### src/rtl/seq_pkg.sv
// Shared types for the tune sequencer: song step layout, sequencer states and the REST code.
package seq_pkg;

  localparam int SEQ_PITCH_W = 6;
  localparam int SEQ_LEN_W   = 4;

  localparam logic [SEQ_PITCH_W-1:0] REST = '1;

  typedef struct packed {
    logic [SEQ_PITCH_W-1:0] pitch;
    logic [SEQ_LEN_W-1:0]   len;
  } seq_step_t;

  typedef enum logic [1:0] {
    IDLE,
    FETCH,
    LOAD,
    PLAY
  } seq_state_t;

endpackage

### src/rtl/step_ram.sv
// Song memory: simple dual-port, synchronous read-first RAM with one write and one read port.
module step_ram #(
  parameter int DEPTH = 64,
  parameter int DW    = 10
) (
  input  logic                     clk,
  input  logic                     i_wrEn,
  input  logic [$clog2(DEPTH)-1:0] i_wrAddr,
  input  logic [DW-1:0]            i_wrData,
  input  logic                     i_rdEn,
  input  logic [$clog2(DEPTH)-1:0] i_rdAddr,
  output logic [DW-1:0]            o_rdData
);

  logic [DW-1:0] r_mem [DEPTH];

  // No reset so the array maps onto block RAM; a same-address read sees the old word.
  always_ff @(posedge clk) begin
    if (i_wrEn) begin
      r_mem[i_wrAddr] <= i_wrData;
    end
    if (i_rdEn) begin
      o_rdData <= r_mem[i_rdAddr];
    end
  end

endmodule

### src/rtl/tune_sequencer.sv
// Multi-voice step sequencer: fetches (pitch, length) steps from song memory and drives
// per-voice note indices and envelope-restart strobes at a tempo counted in sample ticks.
module tune_sequencer
  import seq_pkg::*;
#(
  parameter int N_VOICES = 2,
  parameter int DEPTH    = 64,
  parameter int PITCH_W  = SEQ_PITCH_W,
  parameter int LEN_W    = SEQ_LEN_W,
  parameter int TICK_W   = 16,
  parameter int N_NOTES  = 41
) (
  input  logic                               clk,
  input  logic                               rst,
  input  logic                               sample_tick,
  input  logic                               wr_en,
  input  logic [$clog2(DEPTH)-1:0]           wr_addr,
  input  logic [PITCH_W-1:0]                 wr_pitch,
  input  logic [LEN_W-1:0]                   wr_len,
  input  logic [N_VOICES-1:0][PITCH_W-1:0]   voice_offset,
  input  logic [TICK_W-1:0]                  ticks_per_unit,
  input  logic [$clog2(DEPTH):0]             song_len,
  input  logic                               loop,
  input  logic                               start,
  input  logic                               stop,
  output logic [N_VOICES-1:0][PITCH_W-1:0]   pitch,
  output logic [N_VOICES-1:0]                note_valid,
  output logic [N_VOICES-1:0]                env_reset,
  output logic                               playing,
  output logic [$clog2(DEPTH)-1:0]           step_idx,
  output logic                               done
);

  localparam int AW = $clog2(DEPTH);
  localparam int DW = PITCH_W + LEN_W;
  localparam logic [PITCH_W-1:0] PITCH_REST = {PITCH_W{1'b1}};
  localparam logic [PITCH_W:0]   NOTE_LIM   = (PITCH_W+1)'(N_NOTES);

  seq_state_t r_state, w_stateNext;

  logic [AW-1:0]                     r_idx, w_idxNext;
  logic [TICK_W-1:0]                 r_tickCnt, w_tickNext;
  logic [LEN_W-1:0]                  r_unitCnt, w_unitNext;
  logic [LEN_W-1:0]                  r_len, w_lenNext;
  logic [N_VOICES-1:0][PITCH_W-1:0]  r_pitch, w_pitchNext;
  logic [N_VOICES-1:0]               r_noteValid, w_validNext;
  logic [N_VOICES-1:0]               r_envReset, w_envNext;
  logic                              r_done, w_doneNext;

  logic [DW-1:0]                     w_ramRdData;
  logic                              w_ramRdEn;
  logic [PITCH_W-1:0]                w_rdPitch;
  logic [LEN_W-1:0]                  w_rdLen;
  logic [N_VOICES-1:0][PITCH_W:0]    w_sum;
  logic [N_VOICES-1:0]               w_voiceOk;
  logic [TICK_W-1:0]                 w_tickMax;
  logic [LEN_W-1:0]                  w_unitMax;
  logic                              w_lastStep;

  step_ram #(
    .DEPTH (DEPTH),
    .DW    (DW)
  ) u_stepRam (
    .clk      (clk),
    .i_wrEn   (wr_en),
    .i_wrAddr (wr_addr),
    .i_wrData ({wr_pitch, wr_len}),
    .i_rdEn   (w_ramRdEn),
    .i_rdAddr (r_idx),
    .o_rdData (w_ramRdData)
  );

  assign w_ramRdEn = (r_state == FETCH);
  assign w_rdPitch = w_ramRdData[DW-1 -: PITCH_W];
  assign w_rdLen   = w_ramRdData[LEN_W-1:0];

  // A zero tempo or zero length behaves as one, so the compare limits bottom out at 0.
  assign w_tickMax  = (ticks_per_unit == '0) ? '0 : ticks_per_unit - TICK_W'(1);
  assign w_unitMax  = (r_len == '0) ? '0 : r_len - LEN_W'(1);
  assign w_lastStep = (({1'b0, r_idx} + (AW+1)'(1)) >= song_len);

  // Offset sums are one bit wider so a wrap past the note table shows up as out of range.
  always_comb begin
    w_sum     = '0;
    w_voiceOk = '0;
    for (int v = 0; v < N_VOICES; v++) begin
      w_sum[v]     = {1'b0, w_rdPitch} + {1'b0, voice_offset[v]};
      w_voiceOk[v] = (w_rdPitch != PITCH_REST) && (w_sum[v] < NOTE_LIM);
    end
  end

  always_comb begin
    w_stateNext = r_state;
    w_idxNext   = r_idx;
    w_tickNext  = r_tickCnt;
    w_unitNext  = r_unitCnt;
    w_lenNext   = r_len;
    w_pitchNext = r_pitch;
    w_validNext = r_noteValid;
    w_envNext   = '0;
    w_doneNext  = 1'b0;

    if (stop) begin
      w_stateNext = IDLE;
      w_validNext = '0;
      w_tickNext  = '0;
      w_unitNext  = '0;
    end else if (start) begin
      if ((r_state == IDLE) && (song_len == '0)) begin
        w_doneNext = 1'b1;
      end else begin
        w_stateNext = FETCH;
        w_idxNext   = '0;
        w_tickNext  = '0;
        w_unitNext  = '0;
      end
    end else begin
      case (r_state)
        IDLE:  w_stateNext = IDLE;
        FETCH: w_stateNext = LOAD;
        LOAD: begin
          w_stateNext = PLAY;
          w_lenNext   = w_rdLen;
          w_tickNext  = '0;
          w_unitNext  = '0;
          for (int v = 0; v < N_VOICES; v++) begin
            w_validNext[v] = w_voiceOk[v];
            w_envNext[v]   = w_voiceOk[v];
            if (w_voiceOk[v]) begin
              w_pitchNext[v] = w_sum[v][PITCH_W-1:0];
            end
          end
        end
        PLAY: begin
          // Greater-or-equal compares keep a live tempo decrease from overrunning the counter.
          if (sample_tick) begin
            if (r_tickCnt >= w_tickMax) begin
              w_tickNext = '0;
              if (r_unitCnt >= w_unitMax) begin
                w_unitNext = '0;
                if (!w_lastStep) begin
                  w_idxNext   = r_idx + AW'(1);
                  w_stateNext = FETCH;
                end else if (loop) begin
                  w_idxNext   = '0;
                  w_stateNext = FETCH;
                end else begin
                  w_stateNext = IDLE;
                  w_validNext = '0;
                  w_doneNext  = 1'b1;
                end
              end else begin
                w_unitNext = r_unitCnt + LEN_W'(1);
              end
            end else begin
              w_tickNext = r_tickCnt + TICK_W'(1);
            end
          end
        end
        default: w_stateNext = IDLE;
      endcase
    end
  end

  always_ff @(posedge clk or posedge rst) begin
    if (rst) begin
      r_state     <= IDLE;
      r_idx       <= '0;
      r_tickCnt   <= '0;
      r_unitCnt   <= '0;
      r_len       <= '0;
      r_pitch     <= '0;
      r_noteValid <= '0;
      r_envReset  <= '0;
      r_done      <= 1'b0;
    end else begin
      r_state     <= w_stateNext;
      r_idx       <= w_idxNext;
      r_tickCnt   <= w_tickNext;
      r_unitCnt   <= w_unitNext;
      r_len       <= w_lenNext;
      r_pitch     <= w_pitchNext;
      r_noteValid <= w_validNext;
      r_envReset  <= w_envNext;
      r_done      <= w_doneNext;
    end
  end

  assign pitch      = r_pitch;
  assign note_valid = r_noteValid;
  assign env_reset  = r_envReset;
  assign done       = r_done;
  assign step_idx   = r_idx;
  assign playing    = (r_state != IDLE);

endmodule

### config.mk
export PLATFORM = sky130hd
export DESIGN_NAME = tune_sequencer
export DESIGN_NICKNAME = d
export VERILOG_FILES = /design/src/rtl/seq_pkg.sv /design/src/rtl/step_ram.sv /design/src/rtl/tune_sequencer.sv
export SDC_FILE = /design/constraint.sdc
export NUM_CORES = 1
export LEC_CHECK = 0
export BUFFER_PORTS_ARGS = -buffer_cell sky130_fd_sc_hd__clkbuf_2
export CELL_PAD_IN_SITES_DETAIL_PLACEMENT = 0
export CELL_PAD_IN_SITES_GLOBAL_PLACEMENT = 1
export CORE_UTILIZATION = 49
export DETAILED_ROUTE_END_ITERATION = 8
export GPL_TIMING_DRIVEN = 0
export PLACE_DENSITY = 0.86
export SLEW_MARGIN = 5
export SYNTH_ARGS = -nofsm -noshare
export SYNTH_HDL_FRONTEND = slang
export SYNTH_SLANG_ARGS = --single-unit
### constraint.sdc
create_clock -name clk -period 2.7 [get_ports clk]
set_input_delay 0.135 -clock clk [delete_from_list [all_inputs] [get_ports clk]]
set_output_delay 0.135 -clock clk [all_outputs]
set_load 0.01 [all_outputs]
After elaboration in Yosys (flattened, before gate mapping)
Memory sizes are Yosys's and may differ from the RTL's. A register that Yosys moved wholly into a read port is not among the register bits.
Index checks and enable logic that the tools add are counted.

storage, ports and cells
  RAM bits = 640
  input port bits = 58
  output and inout port bits = 24
  memories kept = 1
  flip-flop bits (word level) = 49
  word-level logic and storage cells = 118

memory list
  memory           words  bits a word  read ports  clocked after memory_dff  write ports  line            text
  u_stepRam.r_mem  64     10           1           1                         1            step_ram.sv:15  logic [DW-1:0] r_mem [DEPTH];

operators by class
  muxes and demuxes = 54
  order comparisons = 5
  $add $sub $neg = 8
  reduce and logical (&&, ||, !) cells = 22
  equality and inequality tests = 16
  bitwise gates (word level) = 2

operator list
  operator                                                                      number
  16-bit 2-to-1 mux                                                             6
  6-bit 2-to-1 mux                                                              8
  2-bit 2-to-1 mux                                                              16
  16-bit case mux with 2 select lines                                           1
  4-bit 2-to-1 mux                                                              7
  3-bit inequality test, second input constant                                  7
  16-bit by 1-bit adder with 16-bit output, second input constant               1
  16-bit >= comparator                                                          1
  16-bit logical NOT                                                            1
  4-bit AND reduction                                                           4
  16-bit by 1-bit subtractor with 16-bit output, second input constant          1
  6-bit by 6-bit adder with 7-bit output                                        2
  7-bit by 6-bit less-than comparator with 1-bit output, second input constant  2
  7-bit AND reduction                                                           2
  1-bit 2-to-1 mux                                                              13
  4-bit inequality test, second input constant                                  3
  2-bit nonzero test                                                            5
  2-bit case mux with 4 select lines                                            1
  4-bit case mux with 2 select lines                                            1
  6-bit by 1-bit adder with 7-bit output, second input constant                 1
  7-bit >= comparator                                                           1
  7-bit logical NOT                                                             1
  6-bit by 1-bit adder with 6-bit output, second input constant                 1
  6-bit inequality test, second input constant                                  1
  15 further kinds                                                              20

Longest topological paths before layout
Gate-level depths: netlist of the first run.

  word-level depth = 9
  gate-level depth with buffers = 14
  mapped depth without buffers = 13

Modules after synthesis
Synthesis of the first run repeated with hierarchy kept, for this count alone.

unflattened totals
  cell total of the unflattened synthesis = 1585
  area, all modules = 29351.9 µm²

by module, submodules not included
  module          area each (µm²)  cells an instance  instances  sequential area each (µm²)
  step_ram        25201.7          1118               1          19518.7
  tune_sequencer  4150.2           467                1          1226.2

Least setup slack after synthesis of the first run
OpenSTA, ideal clock, no wires.

  kind = input -> register
  start = in ticks_per_unit[4]
  end = reg r_state[0]
  arrival time = 3.061 ns
  required time = 2.572 ns
  setup slack = -0.488 ns
  stages on the path = 12
  buffers on the path = 0
  setup time = 0.128 ns
  cells stage by stage = or3_1 nor3_1 nand3_1 nor3_1 xor2_1 nand2_1 ha_1 a211oi_1 o2bb2ai_1 or3_1 a32oi_2 mux2_1

between the ends
  longest elaborated chain between the ends = 5
  elaborated cells on any way between the ends = 6
  classes of those cells = add/sub: 1; order compare: 1; eq/ne: 1; mux: 1; reduce/logical: 2

RTL lines
  element                                                                              line                   text
  start, declared                                                                      tune_sequencer.sv:21   input logic [TICK_W-1:0] ticks_per_unit,
  16-bit by 1-bit subtractor with 16-bit output or 16-bit logical NOT (tied branches)  tune_sequencer.sv:78   assign w_tickMax = (ticks_per_unit == '0) ? '0 : ticks_per_unit - TICK_W'(1);
  16-bit 2-to-1 mux *                                                                  tune_sequencer.sv:78
  16-bit >= comparator *                                                               tune_sequencer.sv:137  if (r_tickCnt >= w_tickMax) begin
  4-bit inequality test (no source line) *                                             -
  4-bit AND reduction (no source line) *                                               -
  end signal, assigned                                                                 tune_sequencer.sv:177  r_state <= w_stateNext;
  end, declared                                                                        tune_sequencer.sv:39   seq_state_t r_state, w_stateNext;

Every way passes the cells marked *; elsewhere a longest branch is shown, timed or not.
A chain may end at the register's enable or synchronous reset.

==> summary.md, run 1 <==
| Metric | Value |
|---|---|
| # setup viols final | 1 |
| GP Congestion | 0.9406 |
| Fin. Hold Viols | 0 |
| Mapped Cells | 1,656 |
| Net Sw Frac | 0.2065 |
| Initial core utilization | 0.4994 |
| Failing checks | negative setup slack |
| Via density per instance | 6.190 |
| Worst slack, placed | -1.246 ns |
| CTS tree | built |
| Initial antenna violation count | 2 |
| CTS buffer count | 71 |
| Buf+Inv Stages, Crit Path | 2 |
| Drt first-iter violations | 1,863 |
| CP top delay family | compound AO/OA/AOI/OAI gates |
| Fmax achieved | 0.3665 GHz |
| Slew @ Worst Pin | 1.245 ns |
| Die Area | 60,230 sq um |
| Cell Count, Final, Fillers Out | 2,668 |
| Most frequent cell after synthesis | edfxtp_1 |
| Ratio of cells with drive above 1 in the final layout | 0.2713 |
| Cell mode on critical path | o22ai_1 |
| Crit path time final | 2.728 ns |
| Worst-path cell chain | clkbuf_8, nand2b_1, clkbuf_1, o221ai_1, o22ai_1, o22ai_1, nor3_2, a21oi_1 |
| DP HPWL | 43.13 mm |
| Count of cell types in the netlist | 67 |
| Share of Yosys cell area claimed by the top area cell type | 0.6723 |
| DRT Pass-1 Iters | 6 |
| Final setup margin | -0.02840 ns |
| Met2 wire len | 33.03 mm |
| Metal-1 WL | 26.87 mm |
| Die Y-Extent | 245.4 um |
| Total I/O pin count | 82 |
| Syn Nets | 1,764 |
| Area added between synthesis and finish | 16.72% |
| Core Region | 58,140 sq um |
| Detail Route Antenna Nets | 0 |
| Max-slew headroom | 0.1701 |
| Setup TNS | -0.02840 ns |
| Ranking of synthesized cells by area | edfxtp_1 (67%), mux4_2 (9.3%), dfrtp_1 (4.2%), mux2i_1 (2.9%), ha_1 (2.1%) |
| Pin count of the biggest net entering global routing | 65 |
| CTS max path bufs | 3 |
| HP Class | in -> async |
| Final core occ | 0.5829 |
| Ys flop type | edfxtp_1 |
| Sw power | 4.547 mW |
| Final period utilization | 1.011 |
| Reg clk slew, reported paths | 0.06 ns |
| Final hold slack | 0.05162 ns |
| Cell Pwr Density | 649.9 nW/um^2 |
| Residual DRC count | 0 |
| Post-Place Cells | 2,496 |
| Seq pwr share | 0.546 |
| FF+latch count, synth | 699 |
| Synth async-reset ratio | 0.07010 |
| EDFF count, synth | 650 |
| Vias in the first global route | 16,420 |
| Post-Route Skew | 0.02667 ns |
| Top Layer Used | met5 |
| Combinational Power Share | 0.037 |
| Startpoint types | flop |
| Clock root buffer | clkbuf_16 |
| Sequential fraction of the synthesis area | 0.7145 |
| Req. time, crit path | 3.02 ns |
| Port Buffer Count | 74 |
| Number of nets in the layout | 1,958 |
| Clk network pwr share | 0.417 |
| CP max stage delay | 0.48 ns |
| RSZ-0062 raised after global routing | true |
| Clk_lat worst skew | 0.62 ns |
| Die Width | 245.4 um |
| # rows | 88 |
| Highest ir drop seen on vdd | 586.6 uV |
| Outcome | complete, but fails checks |
| First-pass GRT wire length | 101.2 mm |
| Leak | 11.04 nW |
| YS warnings | 0 |
| Critical path class | reg -> reg |
| Total Wirelength | 68.95 mm |
| Internal power | 17.48 mW |
| Tot GR Track Use | 0.2291 |
| Num Clock Sinks | 699 |
| Mean Syn Cell Area | 17.53 sq um |
| Slowest CP cell | clkbuf_1 |
| CP max FO | 10 |
| Leading area contributor after synthesis | edfxtp_1 |
| Most instantiated cells after synthesis | edfxtp_1 (650), mux4_2 (120), nor2_1 (112) |
| Routed len/inst | 25.84 um |
| Met3 WL | 6.385 mm |
| Kind of end point of the critical path | flop |
| Grt ovf | 0 |
| Max Slew Vio Count | 0 |
| Mapped Area | 29,030 sq um |
| Max Cap Viol | 0 |
| Crit path arrival time | 3.04 ns |
| Vias | 16,520 |
| H-tree levels | 3 |
-- cells in the final DEF, fill, tap and decap left out, drive strengths merged, types with 7 or more instances in the layout --
cell type	instances
inv	33
o221ai	30
clkinv	32
xor2	14
o22ai	30
a22oi	42
nand2	56
nor2b	15
a22o	8
mux2	17
nand2b	10
o21ai	28
clkbuf	190
nand4	7
o32ai	12
xnor2	12
buf	90
o31ai	10
ha	48
nor4	7
edfxtp	650
dlygate4sd3	10
mux4	120
a31oi	11
nand3	15
nor2	112
a21oi	52
nor3	33
dfrtp	49
mux2i	85
-- cells by family after synthesis --
kind of cell / after synthesis / share of synthesized area
compound gates: 256 / 0.06163
fa+ha+maj: 50 / 0.02207
simple gates: 288 / 0.04758
xor+xnor: 26 / 0.007844
mux: 222 / 0.1290
buf+inv: 115 / 0.01737
flops: 699 / 0.7145
-- timing repair --
| item | 4_1_cts | 5_1_grt |
|---|---|---|
| cloned | 1 | 0 |
| pin swaps | 12 | 43 |
| hold endpoints to repair | 57 | 34 |
| setup buffers | 13 | 18 |
| hold buffers | 7 | 3 |
| resized for setup | 74 | 135 |
| endpoints found under the setup margin | 33 | 51 |
-- worst paths after layout --
check	slack, ns	cells after the start	start	to
min in group clk	0.06	3	loop	done$_DFF_PP0_
max in group asynchronous	2.12	4	rst	step_idx[3]$_DFFE_PP0P_
worst max register to register	-0.03	8	step_idx[2]$_DFFE_PP0P_	u_stepRam.o_rdData[5]$_DFFE_PN_
worst max-delay path	-0.03	8	step_idx[2]$_DFFE_PP0P_	u_stepRam.o_rdData[5]$_DFFE_PN_
worst min register to register	0.48	1	u_stepRam.o_rdData[1]$_DFFE_PN_	r_len[1]$_DFFE_PP0P_
worst min-delay path	0.05	3	rst	pitch[10]$_DFFE_PP0P_
-- power by group through the flow --
stage               Clock, mW  Sequential [mW]  Combinational, mW
global route             9.71             12.0              0.895
detailed placement          0             12.3              0.720
floorplan                   0             12.2              0.340
global placement            0             12.2              0.683
CTS                      9.28             12.0              0.745
finish                   9.19             12.0              0.815
-- sequential cells by signal, indices dropped and copies added, names as in the netlist --
| signal | count |
|---|---|
| r_unitCnt | 4 |
| r_state | 2 |
| step_idx | 6 |
| r_tickCnt | 16 |
| done | 1 |
| r_len | 4 |
| u_stepRam.r_mem | 640 |
| note_valid | 2 |
| pitch | 12 |
| env_reset | 2 |
| u_stepRam.o_rdData | 10 |
-- routing by layer --
layer | track usage | vias up
met5 | 0 | -
met4 | 0.08367 | 2
met3 | 0.05293 | 186
met2 | 0.3678 | 832
met1 | 0.3067 | 8405
li1 | - | 7091
-- tightest hold or removal path, cell delays in order --
cell and delay (ns):
dlygate4sd3_1 0.54, clkbuf_2 0.11, inv_2 0.27
-- metrics by stage --
stage               total power, mW  instance area, sq um
floorplan                     12.59                 29130
global placement              12.93                 30460
detailed placement            12.98                 30490
CTS                           22.06                 33110
global route                  22.63                 33890
finish                        22.02                 33890
-- layout make-up --
cell class | count | area [sq um]
buffer | 84 | 641.9
timing repair buffer | 122 | 909.6
clock inverter | 40 | 281.5
antenna | 1 | 2.502
tap | 765 | 957.2
clock buffer | 85 | 1871
inverter | 30 | 112.6
multi-input combinational | 842 | 8362
sequential | 699 | 20750
fill | 4225 | 24250
Power figures use the tool's default switching activity.
==> inputs of run 2 (changes only) <==
--- a/config.mk
+++ b/config.mk
@@ -8,10 +8,10 @@
 export BUFFER_PORTS_ARGS = -buffer_cell sky130_fd_sc_hd__clkbuf_2
 export CELL_PAD_IN_SITES_DETAIL_PLACEMENT = 0
 export CELL_PAD_IN_SITES_GLOBAL_PLACEMENT = 1
-export CORE_UTILIZATION = 49
+export CORE_UTILIZATION = 25
 export DETAILED_ROUTE_END_ITERATION = 8
-export GPL_TIMING_DRIVEN = 0
-export PLACE_DENSITY = 0.86
+export GPL_TIMING_DRIVEN = 1
+export PLACE_DENSITY = 0.54
 export SLEW_MARGIN = 5
 export SYNTH_ARGS = -nofsm -noshare
 export SYNTH_HDL_FRONTEND = slang
==> run 2 against run 1 <==
  * Design area rose by 9.2%
  * Fmax fell by 1.7%
  * Critical path type unchanged
  * Sequential share of layout area fell by 5.1 points
  * Global-route usage fell by 9.6 points
  * Routed wire length rose by 15%
  * The run ends with design-rule violations, negative hold slack, negative setup slack left
==> summary.md, run 2 (synthesized netlist as in run 1, its figures left out) <==
| Metric | Value |
|---|---|
| Core Region | 114,800 sq um |
| Tot GR Track Use | 0.1328 |
| Max Slew Vio Count | 0 |
| Commonest non-fill, non-tap cell in the layout | edfxtp_1 |
| Pin count of the biggest net entering global routing | 65 |
| Biggest register | u_stepRam.r_mem |
| CP max FO | 9 |
| Total Wirelength | 79.04 mm |
| Worst hold path stage count | 2 |
| CP max stage delay | 0.49 ns |
| Die Area | 117,500 sq um |
| Worst-path cell chain | buf_12, buf_12, clkbuf_16, buf_4, mux4_2, a22oi_2, buf_4, a21oi_1, nor3_1, a21oi_1 |
| Ratio of cells with drive above 1 in the final layout | 0.3653 |
| Failing checks | design-rule violations, negative hold slack, negative setup slack |
| # rows | 124 |
| Residual DRC count | 24 |
| Crit path time final | 2.777 ns |
| Slew @ Worst Pin | 0.8970 ns |
| GP Congestion | 0.8085 |
| Reg2Reg Depth | 10 |
| DP HPWL | 51.28 mm |
| Number of nets in the layout | 2,133 |
| Reg2Reg Setup Slack | -0.08 ns |
| Crit. path cell count | 10 |
| CTS tree | built |
| Highest ir drop seen on vdd | 505.7 uV |
| Placed instance area | 33,280 sq um |
| Kind of end point of the critical path | flop |
| Detail Route Antenna Nets | 0 |
| Drt first-iter violations | 1,184 |
| Commonest non-fill, non-tap cells in the layout | edfxtp_1 (650), buf_4 (236), mux4_2 (120), nor2_1 (109), mux2i_1 (84) |
| Design area | 36,990 sq um |
| H-tree levels | 3 |
| Req. time, crit path | 2.99 ns |
| HP Class | in -> reg |
| Final core occ | 0.3222 |
| Fin. Hold Viols | 2 |
| Clock root buffer | clkbuf_16 |
| Final hold slack | -0.004131 ns |
| Leak | 12.29 nW |
| Routed len/inst | 21.95 um |
| CP top delay family | buffers and inverters |
| Initial core utilization | 0.2529 |
| CTS buffer count | 76 |
| Final setup margin | -0.07668 ns |
| Clk_lat worst skew | 0.64 ns |
| CTS max path bufs | 3 |
| Slowest CP cell | dfrtp_4 |
| Cell Pwr Density | 626.1 nW/um^2 |
| Fmax achieved | 0.3601 GHz |
| Reg clk slew, reported paths | 0.06 ns |
| Max reg flops | 640 |
| DRT Pass-1 Iters | 7 |
| Die Y-Extent | 342.8 um |
| RSZ-0062 raised after global routing | true |
| Max Cap Viol | 0 |
| Initial antenna violation count | 6 |
| # setup viols final | 4 |
| Buf+Inv Stages, Crit Path | 5 |
| First-pass GRT wire length | 114.9 mm |
| Crit path arrival time | 3.06 ns |
| Port Buffer Count | 81 |
| Die Width | 342.8 um |
| Via density per instance | 4.628 |
| Vias | 16,660 |
| Max-slew headroom | 0.4020 |
| Total I/O pin count | 82 |
| Vias in the first global route | 17,240 |
| Grt ovf | 0 |
| Critical path class | reg -> reg |
| Post-Route Skew | 0.02468 ns |
| Area added between synthesis and finish | 27.42% |
| Num Clock Sinks | 699 |
| Outcome | complete, but fails checks |
| Startpoint types | flop |
| Final period utilization | 1.028 |
[run 2: timing repair]
item	CTS	global route
hold buffers	9	1
pin swaps	10	37
setup endpoints to repair	25	51
buffers inserted	6	28
hold endpoints to repair	38	2
resized for setup	40	124
cloned	1	1
[run 2: final cells by class]
cell class,count,area (sq um)
Clock buffer,94,2053
Fill cell,11120,77820
Timing Repair Buffer,376,3177
Antenna cell,2,5.005
Clock inverter,45,381.6
Sequential cell,699,20750
Multi-Input combinational cell,842,8621
Inverter,30,112.6
Tap cell,1512,1892
[run 2: per-layer routing]
layer | track usage | vias up | share of wire
met3 | 0.02277 | 134 | 0.043
met1 | 0.1731 | 8676 | 0.44
met2 | 0.2269 | 371 | 0.49
li1 | - | 7472 | -
met4 | 0.03497 | 8 | 0.025
met5 | 0 | - | 0.00063
[run 2: final timing paths]
| check | to | start |
|---|---|---|
| setup / recovery | u_stepRam.o_rdData[6]$_DFFE_PN_ | step_idx[0]$_DFFE_PP0P_ |
| hold / removal | u_stepRam.r_mem[17][0]$_DFFE_PP_ | wr_len[0] |
| setup reg to reg | u_stepRam.o_rdData[6]$_DFFE_PN_ | step_idx[0]$_DFFE_PP0P_ |
| hold reg to reg | r_len[1]$_DFFE_PP0P_ | u_stepRam.o_rdData[1]$_DFFE_PN_ |
| max in group asynchronous | env_reset[0]$_DFF_PP0_ | rst |
| min in group asynchronous | env_reset[1]$_DFF_PP0_ | rst |
[run 2: power by group]
part	internal (mW)	total (mW)	switching [mW]
Combinational	0.371	0.960	0.589
Sequential	12.0	12.0	0.0570
Clock	5.90	10.2	4.28
[run 2: per-stage QoR]
step	power, mW	setup TNS, ns	instances	worst slack, ns
detailed placement	13.11	-21.16	3414	-0.8241
finish	23.16	-0.1482	3600	-0.07668
global placement	13.08	-19.79	3414	-0.7897
global route	23.93	-2.322	3598	-0.1311
CTS	23.38	-0.1081	3569	-0.03919
floorplan	12.59	-3.371	1656	-0.2805
==> inputs of run 3 (changes only) <==
--- a/config.mk
+++ b/config.mk
@@ -6,12 +6,14 @@
 export NUM_CORES = 1
 export LEC_CHECK = 0
 export BUFFER_PORTS_ARGS = -buffer_cell sky130_fd_sc_hd__clkbuf_2
+export CAP_MARGIN = 20
 export CELL_PAD_IN_SITES_DETAIL_PLACEMENT = 0
 export CELL_PAD_IN_SITES_GLOBAL_PLACEMENT = 1
 export CORE_UTILIZATION = 25
 export DETAILED_ROUTE_END_ITERATION = 8
 export GPL_TIMING_DRIVEN = 1
 export PLACE_DENSITY = 0.54
+export REMOVE_ABC_BUFFERS = 1
 export SLEW_MARGIN = 5
 export SYNTH_ARGS = -nofsm -noshare
 export SYNTH_HDL_FRONTEND = slang
==> run 3 against run 2 <==
  * The flow finishes with violations (design-rule violations, negative setup slack)
  * Utilization shrank 0.28 points
  * Routed wire length grew 2.1%
  * Sequential power is essentially flat
  * Largest power group unchanged
==> summary.md, run 3 (synthesized netlist as in run 1, its figures left out) <==
| Metric | Value |
|---|---|
| Outcome | complete, but fails checks |
| Failing checks | design-rule violations, negative setup slack |
| Clock root buffer | clkbuf_16 |
| Cell Pwr Density | 617.1 nW/um^2 |
| First-pass GRT wire length | 117.0 mm |
| Reg clk slew, reported paths | 0.06 ns |
| Grt ovf | 0 |
| Initial core utilization | 0.2529 |
| Total Wirelength | 80.69 mm |
| Residual DRC count | 18 |
| Combinational Power Share | 0.042 |
| Ratio of cells with drive above 1 in the final layout | 0.3572 |
| Highest ir drop seen on vdd | 442.1 uV |
| Multi-input gate area | 8483 sq um |
| Sw power | 4.875 mW |
| CTS max path bufs | 3 |
| CTS buffer count | 76 |
| Port Buffer Count | 81 |
| Die Y-Extent | 342.8 um |
| Initial antenna violation count | 5 |
| RSZ-0062 raised after global routing | true |
| Max Cap Viol | 0 |
| HP Class | in -> reg |
| Final setup margin | -0.08135 ns |
| Core Region | 114,800 sq um |
| Biggest register | u_stepRam.r_mem |
| Via density per instance | 4.610 |
| Req. time, crit path | 3.08 ns |
| Final period utilization | 1.030 |
| Pin count of the biggest net entering global routing | 65 |
| Num Clock Sinks | 699 |
| Final core occ | 0.3195 |
| Slew @ Worst Pin | 1.111 ns |
| Detail Route Antenna Nets | 0 |
| GP Congestion | 0.8165 |
| Clk_lat worst skew | 0.62 ns |
| Tot GR Track Use | 0.1358 |
| Number of nets in the layout | 2,134 |
| Worst slack, placed | -0.7013 ns |
| Max-slew headroom | 0.2591 |
| Crit path arrival time | 3.16 ns |
| Fin. Hold Viols | 0 |
| Leak | 12.19 nW |
| Post-Route Skew | 0.01925 ns |
| CTS tree | built |
| Fillers | 11,170 |
| Commonest non-fill, non-tap cell in the layout | edfxtp_1 |
| Register Area | 20,750 sq um |
| Crit path time final | 2.781 ns |
| Area added between synthesis and finish | 26.33% |
| Total I/O pin count | 82 |
| Kind of end point of the critical path | flop |
| Startpoint types | flop |
| DP HPWL | 53.27 mm |
| Vias | 16,580 |
| DRT Pass-1 Iters | 8 |
| Seq pwr share | 0.531 |
| Die Width | 342.8 um |
| Vias in the first global route | 17,240 |
| Clk network pwr share | 0.426 |
| Max Slew Vio Count | 0 |
| H-tree levels | 3 |
| Commonest non-fill, non-tap cells in the layout | edfxtp_1 (650), buf_4 (247), mux4_2 (120), nor2_1 (109), mux2i_1 (83) |
| CP max FO | 12 |
| Max reg flops | 640 |
| Critical path class | reg -> reg |
| Fmax achieved | 0.3595 GHz |
| Net Sw Frac | 0.2154 |
| Internal power | 17.76 mW |
| # setup viols final | 4 |
| Drt first-iter violations | 1,228 |
| # rows | 124 |
| Die Area | 117,500 sq um |
| Routed len/inst | 22.44 um |
## run 3: metal layers
metal  GRT usage  share of wire  up-vias
li1            -              -     7459
met1      0.1844           0.45     8681
met2      0.2261           0.49      340
met3     0.02183          0.039       96
met4     0.03292          0.019        2
met5           0        0.00014        -
## run 3: layout make-up
| cell class | count | area share |
|---|---|---|
| Multi-Input combinational cell | 842 | 0.2313 |
| Timing Repair Buffer | 377 | 0.08587 |
| Tap cell | 1512 | 0.05158 |
| Clock buffer | 99 | 0.05564 |
| Clock inverter | 36 | 0.006618 |
| Antenna cell | 1 | 0.00006823 |
| Inverter | 30 | 0.003070 |
| Sequential cell | 699 | 0.5659 |
## run 3: what timing repair did
| item | CTS | global route |
|---|---|---|
| gates resized for setup | 55 | 105 |
| endpoints found under the hold margin | 50 | 0 |
| pin swaps | 13 | 26 |
| setup buffers | 8 | 22 |
| hold buffers | 9 | 0 |
| endpoints found under the setup margin | 31 | 51 |
| gates cloned | 4 | 1 |
## run 3: worst paths after layout
path	start	end	slack, ns	cells past startpoint
worst max-delay path	step_idx[0]$_DFFE_PP0P_	u_stepRam.o_rdData[4]$_DFFE_PN_	-0.08	10
worst min-delay path	voice_offset[7]	pitch[7]$_DFFE_PP0P_	0.05	4
worst max register to register	step_idx[0]$_DFFE_PP0P_	u_stepRam.o_rdData[4]$_DFFE_PN_	-0.08	10
worst min register to register	u_stepRam.o_rdData[1]$_DFFE_PN_	r_len[1]$_DFFE_PP0P_	0.47	1
max in group asynchronous	rst	pitch[4]$_DFFE_PP0P_	1.80	4
min in group asynchronous	rst	env_reset[1]$_DFF_PP0_	0.22	3
## run 3: worst max-delay path, stage by stage, from the launching register on
cell	delay, ns
dfrtp_4	0.54
buf_16	0.20
buf_16	0.17
mux2i_1	0.13
o221ai_1	0.34
o32ai_2	0.16
buf_4	0.16
o22ai_2	0.24
nor3_2	0.09
buf_4	0.15
a21oi_1	0.33
## run 3: power by group through the flow
stage          registers [mW]  clock network (mW)  logic, mW
3_3_place_gp             12.2                   0      0.857
2_1_floorplan            12.2                   0      0.321
4_1_cts                  12.0                9.90      0.900
5_1_grt                  12.0                10.3       1.05
6_report                 12.0                9.65      0.952
3_5_place_dp             12.3                   0      0.875
## run 3: stage by stage
stage | total power [mW] | cell area [sq um] | setup TNS [ns] | hold WS [ns] | cells
after global placement | 13.10 | 33150 | -18.48 | 0.3114 | 3416
final | 22.63 | 36680 | -0.1592 | 0.04616 | 3596
after global routing | 23.38 | 36670 | -1.130 | 0.06727 | 3595
after floorplan | 12.57 | 28640 | -143.88 | 0.2339 | 1571
after detailed placement | 13.13 | 33150 | -19.47 | 0.3265 | 3416
after CTS | 22.83 | 35990 | -0.2219 | 0.002733 | 3572
